<file path="src/rtl/hwpe_ctrl_tile_seq.sv">
// hwpe_ctrl_tile_seq: walks a job of n_tiles_i tiles through the engine, one
// tile at a time (launch pulse, wait for completion), then signals job done.
// Optional watchdog: define HWPE_CTRL_TILE_SEQ_WATCHDOG_EN to abort a tile
// that stays in WAIT for WDOG_CYCLES cycles, raising a sticky err_o.
//
// state    | meaning
// ---------+-----------------------------------------------------------
// S_IDLE   | no job; waiting for start_i
// S_ISSUE  | one-cycle tile_start_o pulse for tile tile_idx_o
// S_WAIT   | tile running; waiting for tile_done_i (or watchdog)
// S_FINISH | one-cycle done_o pulse, then back to idle
module hwpe_ctrl_tile_seq #(
    parameter int unsigned CNT_WIDTH   = 16,
    parameter int unsigned WDOG_CYCLES = 1024
) (
    input  logic                 clk_i,
    input  logic                 rst_ni,
    input  logic                 clear_i,
    input  logic                 start_i,
    input  logic [CNT_WIDTH-1:0] n_tiles_i,
    output logic                 tile_start_o,
    input  logic                 tile_done_i,
    output logic [CNT_WIDTH-1:0] tile_idx_o,
    output logic                 busy_o,
    output logic                 done_o,
    output logic                 err_o
);

    typedef enum logic [1:0] {
        S_IDLE   = 2'd0,
        S_ISSUE  = 2'd1,
        S_WAIT   = 2'd2,
        S_FINISH = 2'd3
    } state_e;

    state_e               r_state, w_state_nxt;
    logic [CNT_WIDTH-1:0] r_idx, w_idx_nxt;
    logic [CNT_WIDTH-1:0] r_count, w_count_nxt;
    logic                 w_last_tile;
    logic                 w_timeout;

    // A watchdog limit of zero cycles has no meaning; reject it at elaboration.
    if (WDOG_CYCLES < 1) begin : g_bad_wdog
        $error("WDOG_CYCLES must be at least 1");
    end

    assign w_last_tile = (r_idx == (r_count - CNT_WIDTH'(1)));

`ifdef HWPE_CTRL_TILE_SEQ_WATCHDOG_EN
    localparam int unsigned WD_W = (WDOG_CYCLES > 1) ? $clog2(WDOG_CYCLES) : 1;
    localparam logic [WD_W-1:0] WD_LAST = WD_W'(WDOG_CYCLES - 1);

    logic [WD_W-1:0] r_wdog;
    logic            r_err;

    assign w_timeout = (r_wdog == WD_LAST);

    // Cycles spent in WAIT; held at 0 elsewhere so each WAIT entry starts fresh.
    always_ff @(posedge clk_i or negedge rst_ni) begin
        if (!rst_ni) begin
            r_wdog <= '0;
        end else if (clear_i || (r_state != S_WAIT)) begin
            r_wdog <= '0;
        end else begin
            r_wdog <= r_wdog + WD_W'(1);
        end
    end

    // Sticky timeout flag; a tile_done_i coinciding with the timeout wins.
    always_ff @(posedge clk_i or negedge rst_ni) begin
        if (!rst_ni) begin
            r_err <= 1'b0;
        end else if (clear_i || ((r_state == S_IDLE) && start_i)) begin
            r_err <= 1'b0;
        end else if ((r_state == S_WAIT) && !tile_done_i && w_timeout) begin
            r_err <= 1'b1;
        end
    end

    assign err_o = r_err;
`else
    assign w_timeout = 1'b0;
    assign err_o     = 1'b0;
`endif

    // State, tile index and latched tile count registers.
    always_ff @(posedge clk_i or negedge rst_ni) begin
        if (!rst_ni) begin
            r_state <= S_IDLE;
            r_idx   <= '0;
            r_count <= '0;
        end else begin
            r_state <= w_state_nxt;
            r_idx   <= w_idx_nxt;
            r_count <= w_count_nxt;
        end
    end

    // Next-state logic; clear_i overrides every other input.
    always_comb begin
        w_state_nxt = r_state;
        w_idx_nxt   = r_idx;
        w_count_nxt = r_count;
        if (clear_i) begin
            w_state_nxt = S_IDLE;
            w_idx_nxt   = '0;
        end else begin
            unique case (r_state)
                S_IDLE: begin
                    if (start_i) begin
                        w_count_nxt = n_tiles_i;
                        w_idx_nxt   = '0;
                        w_state_nxt = (n_tiles_i == '0) ? S_FINISH : S_ISSUE;
                    end
                end
                S_ISSUE: begin
                    w_state_nxt = S_WAIT;
                end
                S_WAIT: begin
                    if (tile_done_i) begin
                        if (w_last_tile) begin
                            w_state_nxt = S_FINISH;
                        end else begin
                            w_idx_nxt   = r_idx + CNT_WIDTH'(1);
                            w_state_nxt = S_ISSUE;
                        end
                    end else if (w_timeout) begin
                        w_state_nxt = S_FINISH;
                    end
                end
                S_FINISH: begin
                    w_state_nxt = S_IDLE;
                end
                default: begin
                    w_state_nxt = S_IDLE;
                end
            endcase
        end
    end

    assign tile_start_o = (r_state == S_ISSUE);
    assign done_o       = (r_state == S_FINISH);
    assign busy_o       = (r_state != S_IDLE);
    assign tile_idx_o   = r_idx;

endmodule

</file>
<file path="config.mk">
export PLATFORM = sky130hd
export DESIGN_NAME = hwpe_ctrl_tile_seq
export DESIGN_NICKNAME = d
export VERILOG_FILES = /design/src/rtl/hwpe_ctrl_tile_seq.sv
export SDC_FILE = /design/constraint.sdc
export NUM_CORES = 1
export LEC_CHECK = 0
export BUFFER_PORTS_ARGS = -buffer_cell sky130_fd_sc_hd__buf_2
export CORE_AREA = 2 2 99 101
export CTS_BUF_LIST = sky130_fd_sc_hd__clkbuf_4
export CTS_CLUSTER_DIAMETER = 150
export DETAILED_ROUTE_END_ITERATION = 10
export DIE_AREA = 0 0 101 103
export GPL_TIMING_DRIVEN = 0
export MAX_ROUTING_LAYER = met4
export SYNTH_ARGS = -nofsm -noshare
export SYNTH_HDL_FRONTEND = slang
export SYNTH_SLANG_ARGS = --single-unit
export TNS_END_PERCENT = 50
</file>
<file path="constraint.sdc">
create_clock -name clk_i -period 4 [get_ports clk_i]
set_clock_uncertainty 0.1 [all_clocks]
set_input_delay 0.4 -clock clk_i [delete_from_list [all_inputs] [get_ports clk_i]]
set_output_delay 0.4 -clock clk_i [all_outputs]
set_load 0.1 [all_outputs]
</file>
### Word-level counts from Yosys, hierarchy flattened

Index checks and enable logic that the tools add are counted.

| word-level totals | value |
|---|---|
| register bits after elaboration | 34 |
| bits of input ports | 21 |
| output and inout port bits | 20 |
| logic and storage cells | 31 |

| cells by class | value |
|---|---|
| add/sub/neg operators | 2 |
| equal/unequal tests | 7 |
| multiplexer cells | 11 |
| bitwise gates (word level) | 1 |
| reductions and logical operators | 7 |

Operator list:

| operator | count |
|---|---|
| two-way mux 16 bit | 4 |
| case mux 16 bit (2 select lines) | 1 |
| adder 16 x 1 -> 16 bit, second input constant | 1 |
| equality test 16 bit | 1 |
| zero test 16 bit | 1 |
| subtractor 16 x 1 -> 16 bit, second input constant | 1 |
| two-way mux 2 bit | 5 |
| inequality test 3 bit, second input constant | 3 |
| case mux 2 bit (4 select lines) | 1 |
| equality test 2 bit, second input constant | 2 |
| AND reduction 4 bit | 1 |
| AND reduction 3 bit | 1 |
| nonzero test 3 bit | 1 |
| equality test 2 x 1 -> 1 bit, second input constant | 1 |
| zero test 2 bit | 1 |
| AND reduction 2 bit | 1 |
| nonzero test 2 bit | 1 |
| NOT 1 bit | 1 |

### Depth between registers and ports, before layout

Gate-level depths: netlist of run 1.

| depth | value |
|---|---|
| depth after elaboration | 6 |
| depth in mapped cells | 11 |
| gate-level depth less buffers | 10 |

### Worst setup path after synthesis of run 1

No wires, ideal clock.

| timing | value |
|---|---|
| path kind | reg-to-reg |
| start | reg r_idx[0] (netlist: tile_idx_o[0]) |
| end | reg r_idx[14] (netlist: tile_idx_o[14]) |
| library setup time | 0.165 ns |
| data arrival time | 2.696 ns |
| required time | 3.735 ns |
| slack | 1.039 ns |
| stages on the path, launching flop included | 10 |
| path buffers | 0 |
| period minus slack after synthesis | 2.961 ns |
| cell sequence | dfrtp_1 > ha_1 > and3_1 > and3_1 > and3_1 > and3_1 > nand3_1 > or2_2 > a21oi_1 > o32ai_1 |

| between the ends | value |
|---|---|
| longest elaborated chain between the ends | 5 |
| elaborated cells on any way between the ends | 8 |
| those cells by class | 1 x add/sub; 2 x eq/ne; 4 x mux; 1 x reduce/logical |

RTL lines:

| element | RTL line | text |
|---|---|---|
| start, declared | 37 | `logic [CNT_WIDTH-1:0] r_idx, w_idx_nxt;` |
| start signal, assigned | 94 | `r_idx <= w_idx_nxt;` |
| adder 16 x 1 -> 16 bit | 124 | `w_idx_nxt = r_idx + CNT_WIDTH'(1);` |
| two-way mux 16 bit | 121 | `if (w_last_tile) begin` |
| two-way mux 16 bit | 120 | `if (tile_done_i) begin` |
| case mux 16 bit (2 select lines) | 108 | `unique case (r_state)` |
| two-way mux 16 bit | 104 | `if (clear_i) begin` |

Parallel ways exist; a longest one is shown, timed or not. The select of a mux whose other input is x is not followed.
A chain may end at the register's enable or synchronous reset.

### Final worst setup path of run 1

| timing | value |
|---|---|
| start | reg r_count[0] |
| end | reg r_idx[15] (netlist: tile_idx_o[15]) |

| between the ends | value |
|---|---|
| longest elaborated chain between the ends | 4 |

RTL lines:

| element | RTL line | text |
|---|---|---|
| start, declared | 38 | `logic [CNT_WIDTH-1:0] r_count, w_count_nxt;` |
| start signal, assigned | 95 | `r_count <= w_count_nxt;` |
| subtractor 16 x 1 -> 16 bit | 47 | `assign w_last_tile = (r_idx == (r_count - CNT_WIDTH'(1)));` |
| equality test 16 bit | 47 |  |
| inequality test 3 bit (no line) | - |  |
| AND reduction 4 bit (no line) | - |  |

Every way passes these cells.

==> results summary, run 1 <==
The sequential-to-total area share from yosys stat came out at 37.32%. The required arrival time at the worst endpoint came out at 4.13 ns. The run finished with clean final reports.

The worst register-to-register path begins at r_count[0]. The number of hold buffers added after CTS came out at 0. In this run the worst path has a maximum fanout of 8. The chip height came out at 103 um. The count of endpoints failing setup in the final report came out at 0. Walking the worst path, the cells encountered are inv_1, ha_1, nor3b_1, nand3_1, or4_1, a211oi_1, and4bb_4, nand2_2, nand3_1, o211ai_1. The shortest period the worst path allows came out at 3.585 ns. The clock network latency to the later pin of the worst-skew pair came out at 0.35 ns. The clock input transition at the sequential cells of the worst setup and hold paths is 0.12 ns. The final weighted congestion in routability-driven placement came out at 0.8783.

Clock tree synthesis found a total of 34 sinks. The largest individual stage delay along the critical path comes from the cell sky130_fd_sc_hd__nor3b_1. The highest attainable clock frequency came out at 278.9 MHz. The class of the tightest hold or removal check is in2async. The antenna violation net count after detailed routing is 0.

TritonCTS built the clock tree. The post-route worst hold slack is 0.01925 ns. The share of synthesized flip-flops with an asynchronous set or reset came out at 100.0%. The max-capacitance violation count came out at 0. The layout overhead on the synthesized area is 18.44%.

The most prevalent standard cell on the critical path is sky130_fd_sc_hd__nand3_1. At the pin with the least slew margin, the transition time is 0.7928 ns. For this configuration, the core starts out at a cell density of 24.10%.

The die width is 101 um. The first global-routing pass estimated 10.53 mm of wire. The leakage power figure is 1.081 nW. The average wire length per cell after detail routing came out at 15.35 um. The endpoint identified for the worst register-to-register timing path is tile_idx_o[15]. The total CTS buffers came out at 5. For this run, the total global-route usage over all layers was measured as 13.24%. In the post-synthesis netlist, the biggest area contributors are sky130_fd_sc_hd__dfrtp_1 37%, sky130_fd_sc_hd__mux2_2 6.4%, sky130_fd_sc_hd__xnor2_1 6.1%, sky130_fd_sc_hd__o21ai_0 4.8%, sky130_fd_sc_hd__nor2b_1 2.7%. The worst path uses 89.63% of the clock period.

At the placement stage, the worst setup path has a slack of 0.4961 ns. In the post-synthesis netlist, the cell with the most instances is sky130_fd_sc_hd__dfrtp_1. STA classifies the critical path startpoint as a flip-flop. The critical path data arrival time came out at 3.72 ns. The normalized max-slew margin is 46.86%. Among all flip-flop cells after synthesis, the most frequent one is sky130_fd_sc_hd__dfrtp_1. The number of endpoints with negative hold slack in the final report came out at 0. The capture point of the worst path is tile_idx_o[15]. The worst setup path is captured at a flip-flop. For this run, design rule violations remaining after detail routing come to 0. Once the clock tree was built, the resizer swapped 0 gates to a different size. The first-pass iteration count of the detailed router came out at 4. CTS built an H-tree with a depth of 2. Cells with a size suffix above 1 make up 25.08% of the layout. The reg-to-reg setup timing slack is 0.41 ns. The cell depth of the worst flop-to-flop path came out at 10. The count of state elements after synthesis came out at 34.

Yosys printed 0 warnings. The count of buffer and inverter cells on the critical path came out at 1. The critical path is of the reg2reg type. The delay of the slowest cell on the worst path came out at 0.55 ns.

The commonest cells after synthesis are 34 x sky130_fd_sc_hd__dfrtp_1, 22 x sky130_fd_sc_hd__o21ai_0, 16 x sky130_fd_sc_hd__nor2_1, 16 x sky130_fd_sc_hd__xnor2_1. Entering global routing, the biggest net connects 35 pins. After filler insertion, the fill cell instance count of the layout stands at 1033.

In this run the worst setup path begins at r_count[0]. The count of cell instances traversed by the critical path came out at 10. In this run, synthesis inferred 0 flip-flops with an integrated enable. Synthesis instantiated 47 different standard cells from the library. The initial antenna violation count is 0.

Setup repair after global routing left no endpoint under its margin. The core footprint is 9459 um^2. The floorplan has 36 rows. The worst-case IR drop observed on VDD is 0.1088 mV.

The antenna cell count is 0. The number of buffers added for setup after CTS is 0. After synthesis the cells add up to 2280 um^2. The I/O pin total is 41. The routed wire length is 6.340 mm. In this design, the largest share of critical-path delay is due to simple AND/OR/NAND/NOR gates. The port buffer count came out at 38. The die area is 10400 um^2. The overall via count from detail_route is 2141. Adding up every negative setup slack in the final design gives 0 ns. Synthesis produced a netlist whose cell count is 253. The power density of the placed cells came out at 358.7 nW/um^2.

The net count of the finished layout is 321. The final critical-path setup slack came out at 0.4150 ns. The number of global-route vias before repair was 2082. The largest total area in the synthesized netlist belongs to sky130_fd_sc_hd__dfrtp_1. Dividing the detail-routed via count by the number of cells gives 5.184. The maximum count of clock buffers along a single path is 2. In this run the biggest area consumer among cell types represents 37.32% of the synthesized area.

The final-report max-slew violation count came out at 0. The DRC marker count from the first detailed-route iteration is 133. The post-synthesis average cell area is 9.011 um^2. The HPWL after detailed placement is 4.781 mm. The net count after synthesis came out at 276. The root buffer cell chosen for the clock tree is sky130_fd_sc_hd__clkbuf_4. The total overflow reported by the global router is 0.
-- sequential cells by signal, indices dropped and copies added, names as in the netlist --
register    count
r_state         2
tile_idx_o     16
r_count        16
-- power breakdown --
part | switching (mW) | total [mW] | internal (mW)
clock network | 0.128 | 0.274 | 0.146
registers | 0.0565 | 0.436 | 0.380
logic | 0.139 | 0.258 | 0.119
-- layout make-up --
type	instances	area [um^2]	share of cell area (%)
Buffer	11	56.30	2.085
Clock buffer	7	52.55	1.946
Sequential cell	34	850.8	31.51
Multi-Input combinational cell	204	1363	50.46
Tap cell	114	142.6	5.283
Timing Repair Buffer	38	190.2	7.044
Clock inverter	1	30.03	1.112
Inverter	4	15.01	0.5561
-- cell families (layout without fill, tap and decap cells) --
logic type | after synthesis | after routing | share of synthesized area, %
AO/OA/AOI/OAI | 54 | 54 | 14.66
AND/OR/NAND/NOR | 115 | 115 | 29.86
flip-flops | 34 | 34 | 37.32
multiplexers | 13 | 13 | 6.421
buffers and inverters | 15 | 61 | 3.128
other | 1 | 1 | 0.1645
XOR/XNOR | 18 | 18 | 6.915
adder cells (fa/ha/maj) | 3 | 3 | 1.537
-- worst min path at each step --
stage / start / to / slack (ns) / depth (start not counted)
finish: rst_ni / r_count[9] / 0.02 / 1
global route: rst_ni / r_count[9] / 0.07 / 1
global placement: r_count[15] / r_count[15] / 0.42 / 1
floorplan: rst_ni / r_count[0] / 0.004 / 0
detailed placement: r_count[15] / r_count[15] / 0.42 / 1
CTS: rst_ni / r_count[15] / 0.05 / 1
-- cell usage in the layout, fill, tap and decap left out, drive strengths merged, types with 2 or more instances in the layout --
cell and n:
a21oi 6, a221o 2, a31oi 5, and2 2, and3 7, buf 41
clkbuf 15, dfrtp 34, ha 2, inv 4, mux2 13, nand2 14
nand2b 9, nand3 6, nand3b 7, nand4 9, nor2 16, nor2b 10
nor3 7, nor4 8, o211ai 4, o21ai 28, o31ai 2, or2 5
or3 5, or4 6, xnor2 16, xor2 2
-- layer usage --
layer	track usage (%)	vias up	part of all wire, %
met5	-	-	0
met4	4.782	0	1.6
met3	2.712	11	5.3
met2	20.21	76	46
met1	17.43	1027	47
li1	-	1027	-
-- metrics by stage --
stage	util, %	instances	power, mW	area (um^2)
after CTS	28.49	413	0.9743	2695
after detailed placement	27.62	405	0.7000	2613
after floorplan	-	253	0.6270	2280
after global routing	28.54	413	1.023	2700
after global placement	27.62	405	0.6933	2613
final	28.54	413	0.9686	2700
-- worst register-to-register path, delay by kind of cell (launching register included) --
family / cells / cell delay, ns
fa+ha+maj: 1 / 0.22
compound gates: 2 / 0.45
simple gates: 6 / 2.11
buf+inv: 1 / 0.11
flops: 1 / 0.48
Note: power is estimated with default switching activity, not from simulation.
==> run 2, diff against run 1 <==
--- a/config.mk
+++ b/config.mk
@@ -6,11 +6,11 @@
 export NUM_CORES = 1
 export LEC_CHECK = 0
 export BUFFER_PORTS_ARGS = -buffer_cell sky130_fd_sc_hd__buf_2
-export CORE_AREA = 2 2 99 101
+export CORE_AREA = 5 5 102 104
 export CTS_BUF_LIST = sky130_fd_sc_hd__clkbuf_4
 export CTS_CLUSTER_DIAMETER = 150
 export DETAILED_ROUTE_END_ITERATION = 10
-export DIE_AREA = 0 0 101 103
+export DIE_AREA = 0 0 107 109
 export GPL_TIMING_DRIVEN = 0
 export MAX_ROUTING_LAYER = met4
 export SYNTH_ARGS = -nofsm -noshare
==> constraint.sdc (replaced) <==
create_clock -name clk_i -period 4.4 [get_ports clk_i]
set_clock_uncertainty 0.1 [all_clocks]
set_input_delay 0.44 -clock clk_i [delete_from_list [all_inputs] [get_ports clk_i]]
set_output_delay 0.44 -clock clk_i [all_outputs]
set_load 0.1 [all_outputs]
==> run 2 against run 1 <==
- utilization shrank 0.30 points
- non-clock buffer count is the same
- flip-flop and latch count is the same
- fmax shrank 1.6%
- global-route usage shrank 1.1 points
- register-to-register slack gained 0.34 ns
- final cell count is the same
- sequential power shrank 8.9%
- clock power shrank 34%
- total power shrank 16%
==> results summary, run 2 (synthesized netlist as in run 1, its figures left out) <==
The aggregate negative setup slack is 0 ns (unchanged). The leakage power figure came out at 1.068 nW (-1.2%). The pin count of the biggest net entering global routing is 35 (unchanged).

The required arrival time at the worst endpoint was 4.52 ns (+0.39 ns). The routed wire length came out at 6.616 mm (+4.4%). The sum of met2 wire segment lengths after detailed routing came to 3.095 mm (+5.9%). The largest fanout on the critical path came out at 8 (unchanged). The number of rows in the core area came out at 36 (unchanged). The die width came out at 107 um (+5.9%).

Setup repair after global routing left no endpoint under its margin. The internal power was 0.5195 mW (-19%). The average wire length per cell after detail routing came to 16.02 um (+4.4%). The shortest period the worst path allows is 3.643 ns (+0.05808 ns). The number of global-route vias before repair came to 2106 (+1.2%). The buffer type at the clock tree root is sky130_fd_sc_hd__clkbuf_4. The DRC marker count from the first detailed-route iteration came to 208 (+56%). The max-capacitance violation count was 0 (unchanged).

The initial antenna violation count is 0 (unchanged). The number of nets at the end of the flow came out at 321 (unchanged). The first-pass iteration count of the detailed router came to 5 (+1). The HPWL after detailed placement came out at 4.985 mm (+4.3%). TritonCTS built the clock tree. The switching part of the total was 36.05% (+2.6 points). The clock network latency to the later pin of the worst-skew pair came to 0.35 ns (about the same). The power density of the placed cells is 304.1 nW/um^2 (-15%).

The final weighted congestion in routability-driven placement came out at 0.9019 (+2.7%). The clock net sink count is 34 (unchanged). The total net switching power came out at 0.2929 mW (-9.5%).

The post-cts sizing count was 0 (unchanged). The highest metal layer carrying signal wires in the routed design is met4. The highest attainable clock frequency is 274.5 MHz (-1.6%).

The core footprint is 9459 um^2 (unchanged). The share of power burned in registers is 48.9% (+3.9 points). The wire length of the first global-routing pass is 10.86 mm (+3.1%). The library cell used most frequently in the layout, excluding fill and tap cells, is sky130_fd_sc_hd__buf_2. The post-route worst hold slack came out at 0.06060 ns (+0.04135 ns). The antenna cell count is 0 (unchanged). The final-report max-slew violation count is 0 (unchanged). The maximum resistive drop on vdd came out at 0.1000 mV (-8.1%).

The die area was 11660 um^2 (+12%). The overall via count from detail_route came out at 2128 (-0.61%). The count of H-tree levels built during CTS came to 2 (unchanged). The chip height came out at 109 um (+5.8%). The number of buffers added for setup after CTS came to 0 (unchanged). The starting utilization of the core area is 24.10% (unchanged).

The number of hold buffers added after CTS came out at 0 (unchanged). The clock network fraction of design power came out at 22.1% (-6.2 points). In the layout the commonest cells are 38 x sky130_fd_sc_hd__buf_2, 34 x sky130_fd_sc_hd__dfrtp_1, 22 x sky130_fd_sc_hd__o21ai_0. The fraction of power consumed by combinational cells is 29.0% (+2.3 points).

The total overflow reported by the global router is 0 (unchanged). The number of vias per cell is 5.153 (-0.61%). The number of endpoints with negative hold slack in the final report is 0 (unchanged). The port buffer count is 38 (unchanged). The fill cell total of the finished layout was 1036 (+0.29%). The I/O pin total was 41 (unchanged).

The reg-to-reg setup timing slack came out at 0.76 ns (+0.34 ns). The number of DRC violations after detailed routing came out at 0 (unchanged). The slew at the pin closest to its max-slew limit is 0.8306 ns (+0.03782 ns). The met3 wirelength from detailed routing is 274 um (-19%). The worst setup path is launched from a flip-flop. The count of endpoints failing setup in the final report is 0 (unchanged). The met1 wire length came to 3.176 mm (+6.6%). The layout overhead on the synthesized area came out at 17.18%.

The total CTS buffers came out at 5 (unchanged). In this run the worst hold path is classified as in2async. The final clock period utilization by the worst path is 82.80% (-6.8 points). The run finished with clean final reports.

The overall fraction of global-route tracks in use is 12.13% (-1.1 points). The normalized max-slew margin was 44.32% (-2.5 points). The share of cells above drive strength 1 was 24.75% (-0.33 points).

The antenna violation net count after detailed routing came to 0 (unchanged). The clock input transition at the sequential cells of the worst setup and hold paths came to 0.13 ns (about the same). The worst setup path is captured at a flip-flop.

The critical path data arrival time came out at 3.76 ns (+0.04 ns). The worst setup path is of the reg2reg kind. The maximum count of clock buffers along a single path is 2 (unchanged).
-- run 2: metal layers --
metal	vias to the layer above	global-route usage, %
met1	1043	16.42
met4	0	3.470
met2	59	18.48
li1	1021	-
met3	5	2.427
met5	-	-
-- run 2: layout make-up --
cell class              instances  area [um^2]  area share [%]
plain buffers                  11        56.30           2.108
inverters                       4        15.01          0.5621
well taps                     114        142.6           5.340
clock inverters                 2        8.758          0.3279
flip-flops and latches         34        850.8           31.85
repair buffers                 38        190.2           7.119
multi-input cells             204         1363           51.01
clock buffers                   6        45.04           1.686
-- run 2: final timing paths --
kind                              start       endpoint  cells past startpoint
max reg2reg                  r_count[0]  tile_idx_o[4]                     10
max                          r_count[0]  tile_idx_o[4]                     10
max in group asynchronous        rst_ni    r_count[15]                      1
min reg2reg                 r_count[15]    r_count[15]                      1
min in group clk_i         n_tiles_i[2]     r_count[2]                      3
min                              rst_ni     r_state[0]                      1
-- run 2: worst max-delay path: stages, from the launching register on --
cell                       delay (ns)
sky130_fd_sc_hd__dfrtp_1         0.47
sky130_fd_sc_hd__inv_1           0.10
sky130_fd_sc_hd__ha_1            0.23
sky130_fd_sc_hd__nor3b_1         0.57
sky130_fd_sc_hd__nand3_1         0.30
sky130_fd_sc_hd__or4_1           0.52
sky130_fd_sc_hd__a211oi_1        0.30
sky130_fd_sc_hd__and4bb_4        0.29
sky130_fd_sc_hd__nand2_2         0.13
sky130_fd_sc_hd__nand3_1         0.35
sky130_fd_sc_hd__o21ai_0         0.15
-- run 2: per-stage QoR --
stage	std cells	instance area (um^2)	setup WS [ns]	utilization [%]	total power, mW
CTS	413	2666	0.8375	28.19	0.8198
global placement	405	2613	0.8623	27.62	0.6302
global route	413	2671	0.4479	28.24	0.8621
finish	413	2671	0.7569	28.24	0.8125
floorplan	253	2280	1.439	-	0.5700
detailed placement	405	2613	0.8480	27.62	0.6383
-- run 2: power by group through the flow --
stage                     logic, mW  clock network (mW)  registers, mW
after global placement        0.230                   0          0.401
after detailed placement      0.235                   0          0.403
after floorplan               0.181                   0          0.389
after CTS                     0.236               0.187          0.397
final                         0.236               0.180          0.397
after global routing          0.261               0.196          0.404
==> run 3, diff against run 2 <==
==> constraint.sdc (replaced) <==
create_clock -name clk_i -period 3.8 [get_ports clk_i]
set_clock_uncertainty 0.1 [all_clocks]
set_input_delay 0.38 -clock clk_i [delete_from_list [all_inputs] [get_ports clk_i]]
set_output_delay 0.38 -clock clk_i [all_outputs]
set_load 0.1 [all_outputs]
==> run 3 against run 2 <==
- sequential share of layout area fell by 0.060 points
- design area up 0.19%
- first-iteration DRC count fell by 4.8%
- critical endpoint unchanged
- largest power group unchanged
- utilization increased by 0.053 points
- fmax increased by 7.3%
- worst setup slack worse by 0.35 ns
- hold slack worse by 0.060 ns
==> results summary, run 3 (synthesized netlist as in run 1, its figures left out) <==
The run finished with clean final reports. The number of rows in the core area came out at 36 (unchanged). The critical path data arrival time is 3.51 ns (-0.25 ns). The number of global-route vias before repair came out at 2106 (unchanged). The number of vias per cell is 5.189 (+0.70%). The max-capacitance violation count is 0 (unchanged). The normalized max-slew margin came out at 44.01% (-0.32 points).

Relative to the synthesized area, the layout overhead comes to 17.40%. Setup repair after global routing left no endpoint under its margin. The number of DRC violations after detailed routing came to 0 (unchanged). The share of cells above drive strength 1 came out at 25.08% (+0.33 points).

The number of nets at the end of the flow came out at 321 (unchanged). The clock network latency to the later pin of the worst-skew pair is 0.35 ns (about the same). The initial antenna violation count is 0 (unchanged). The overall via count from detail_route was 2143 (+0.70%). In this run the critical register-to-register path is captured at tile_idx_o[4]. The core footprint came out at 9459 um^2 (unchanged). The library cell used most frequently in the layout, excluding fill and tap cells, is sky130_fd_sc_hd__buf_2. The number of endpoints with negative hold slack in the final report came out at 0 (unchanged). The die width came to 107 um (unchanged). The clock input transition at the sequential cells of the worst setup and hold paths came out at 0.13 ns (about the same).

The critical path goes through inv_1, ha_1, nor3b_2, nand3_1, or4_1, a211oi_1, and4bb_4, nand2_2, nand3_1, o21ai_0. The cell depth of the worst flop-to-flop path came out at 10 (unchanged). The cell with the largest stage delay on the worst path is sky130_fd_sc_hd__or4_1. The first-pass iteration count of the detailed router came out at 4 (-1). The routed wire length came out at 6.635 mm (+0.29%). The fill cell total of the finished layout came to 1037 (+0.097%).

The final clock period utilization by the worst path came out at 89.35% (+6.6 points). The count of H-tree levels built during CTS is 2 (unchanged). The type of the worst setup path is reg2reg. The post-route non-filler standard cell count came out at 413 (unchanged). The die area was 11660 um^2 (unchanged).

Clock tree synthesis selected as its root buffer the cell sky130_fd_sc_hd__clkbuf_4. The total CTS buffers is 5 (unchanged). The aggregate negative setup slack came out at 0 ns (unchanged).

The most prevalent standard cell on the critical path is sky130_fd_sc_hd__nand3_1. The overall fraction of global-route tracks in use was 12.13% (unchanged). The final-report max-slew violation count came out at 0 (unchanged). The flip-flop and latch area is 850.8 um^2 (unchanged). The count of endpoints failing setup in the final report is 0 (unchanged). The maximum count of clock buffers along a single path is 2 (unchanged). The required arrival time at the worst endpoint came to 3.92 ns (-0.60 ns). The TritonCTS clock tree is yes. The total overflow reported by the global router came out at 0 (unchanged). The count of buffer and inverter cells on the critical path came to 1 (unchanged). The worst setup slack after placement is 0.2480 ns (-0.6000 ns). The maximum resistive drop on vdd is 0.1166 mV (+17%). The highest attainable clock frequency came out at 294.5 MHz (+7.3%).

The antenna cell count is 0 (unchanged). The leakage power figure came to 1.070 nW (+0.18%). The average wire length per cell after detail routing was 16.07 um (+0.29%).

The reg-to-reg setup timing slack was 0.40 ns (-0.35 ns). The power density of the placed cells came out at 352.1 nW/um^2 (+16%). On the critical path the largest part of the delay comes from simple AND/OR/NAND/NOR gates. The sort of element at the start of the critical path is a flip-flop. The pin count of the biggest net entering global routing is 35 (unchanged).

The total area of multi-input combinational cells came out at 1368 um^2 (+0.37%). The number of hold buffers added after CTS came to 0 (unchanged). The largest fanout on the critical path is 8 (unchanged).

The endpoint type of the worst setup path is a flip-flop. The shortest period the worst path allows is 3.395 ns (-0.2477 ns). The final weighted congestion in routability-driven placement is 0.9019 (unchanged). The clock net sink count is 34 (unchanged). The chip height is 109 um (unchanged).

The HPWL after detailed placement is 4.985 mm (unchanged). The worst register-to-register path begins at r_count[0]. The final total power is 0.9425 mW (+16%). The I/O pin total is 41 (unchanged). The wire length of the first global-routing pass came out at 10.86 mm (unchanged). The antenna violation net count after detailed routing is 0 (unchanged).

The delay of the slowest cell on the worst path is 0.52 ns (-0.05 ns). The slew at the pin closest to its max-slew limit is 0.8354 ns (+0.004761 ns). The path class of the tightest hold or removal check is in2async.

The DRC marker count from the first detailed-route iteration is 198 (-4.8%). The port buffer count came out at 38 (unchanged). The final critical-path setup slack is 0.4046 ns (-0.3523 ns). The library cells used most frequently in the layout, excluding fill and tap cells, are 38 x sky130_fd_sc_hd__buf_2, 34 x sky130_fd_sc_hd__dfrtp_1, 22 x sky130_fd_sc_hd__o21ai_0.

The starting utilization of the core area is 24.10% (unchanged). The count of placed standard cells including taps is 405 (unchanged).
-- run 3: how the worst max path moves through the flow --
| stage | slack (ns) | start | end | depth (start not counted) |
|---|---|---|---|---|
| 2_1_floorplan | 0.84 | tile_idx_o[0] | tile_idx_o[14] | 9 |
| 3_3_place_gp | 0.26 | r_count[0] | tile_idx_o[15] | 10 |
| 3_5_place_dp | 0.25 | r_count[0] | tile_idx_o[15] | 10 |
| 4_1_cts | 0.24 | r_count[0] | tile_idx_o[2] | 10 |
| 5_1_grt | 0.1 | r_count[0] | tile_idx_o[2] | 10 |
| 6_report | 0.40 | r_count[0] | tile_idx_o[4] | 10 |
-- run 3: layout make-up --
| type | count | share of cell area, % |
|---|---|---|
| buffer | 11 | 2.104 |
| clock buffer | 6 | 1.683 |
| clock inverter | 2 | 0.3273 |
| inverter | 4 | 0.5610 |
| multi-input combinational | 204 | 51.10 |
| sequential | 34 | 31.79 |
| tap | 114 | 5.330 |
| timing repair buffer | 38 | 7.106 |
-- run 3: what timing repair did --
action                                  CTS  global route
resized for setup                         0             1
setup buffers                             0             0
endpoints found under the setup margin    0             8
-- run 3: layer usage --
layer  routed length [um]  vias up  global-route usage, %
li1                     -     1019                      -
met1                 3219     1059                  16.42
met2                 3099       60                  18.48
met3                  249        5                  2.427
met4                   68        0                  3.470
met5                    0        -                      -
-- run 3: report_power, final --
group / leakage (nW) / internal [mW] / switching, mW
sequential: 0.440 / 0.400 / 0.0601
combinational: 0.597 / 0.126 / 0.149
clock: 0.0331 / 0.0768 / 0.131
-- run 3: stage by stage --
stage / area [um^2] / hold WS [ns] / utilization, %
after floorplan: 2280 / -0.01559 / -
after global placement: 2613 / 0.4071 / 27.62
after detailed placement: 2613 / 0.4227 / 27.62
after CTS: 2666 / 0.03106 / 28.19
after global routing: 2676 / 0.07197 / 28.29
final: 2676 / 0.0002870 / 28.29
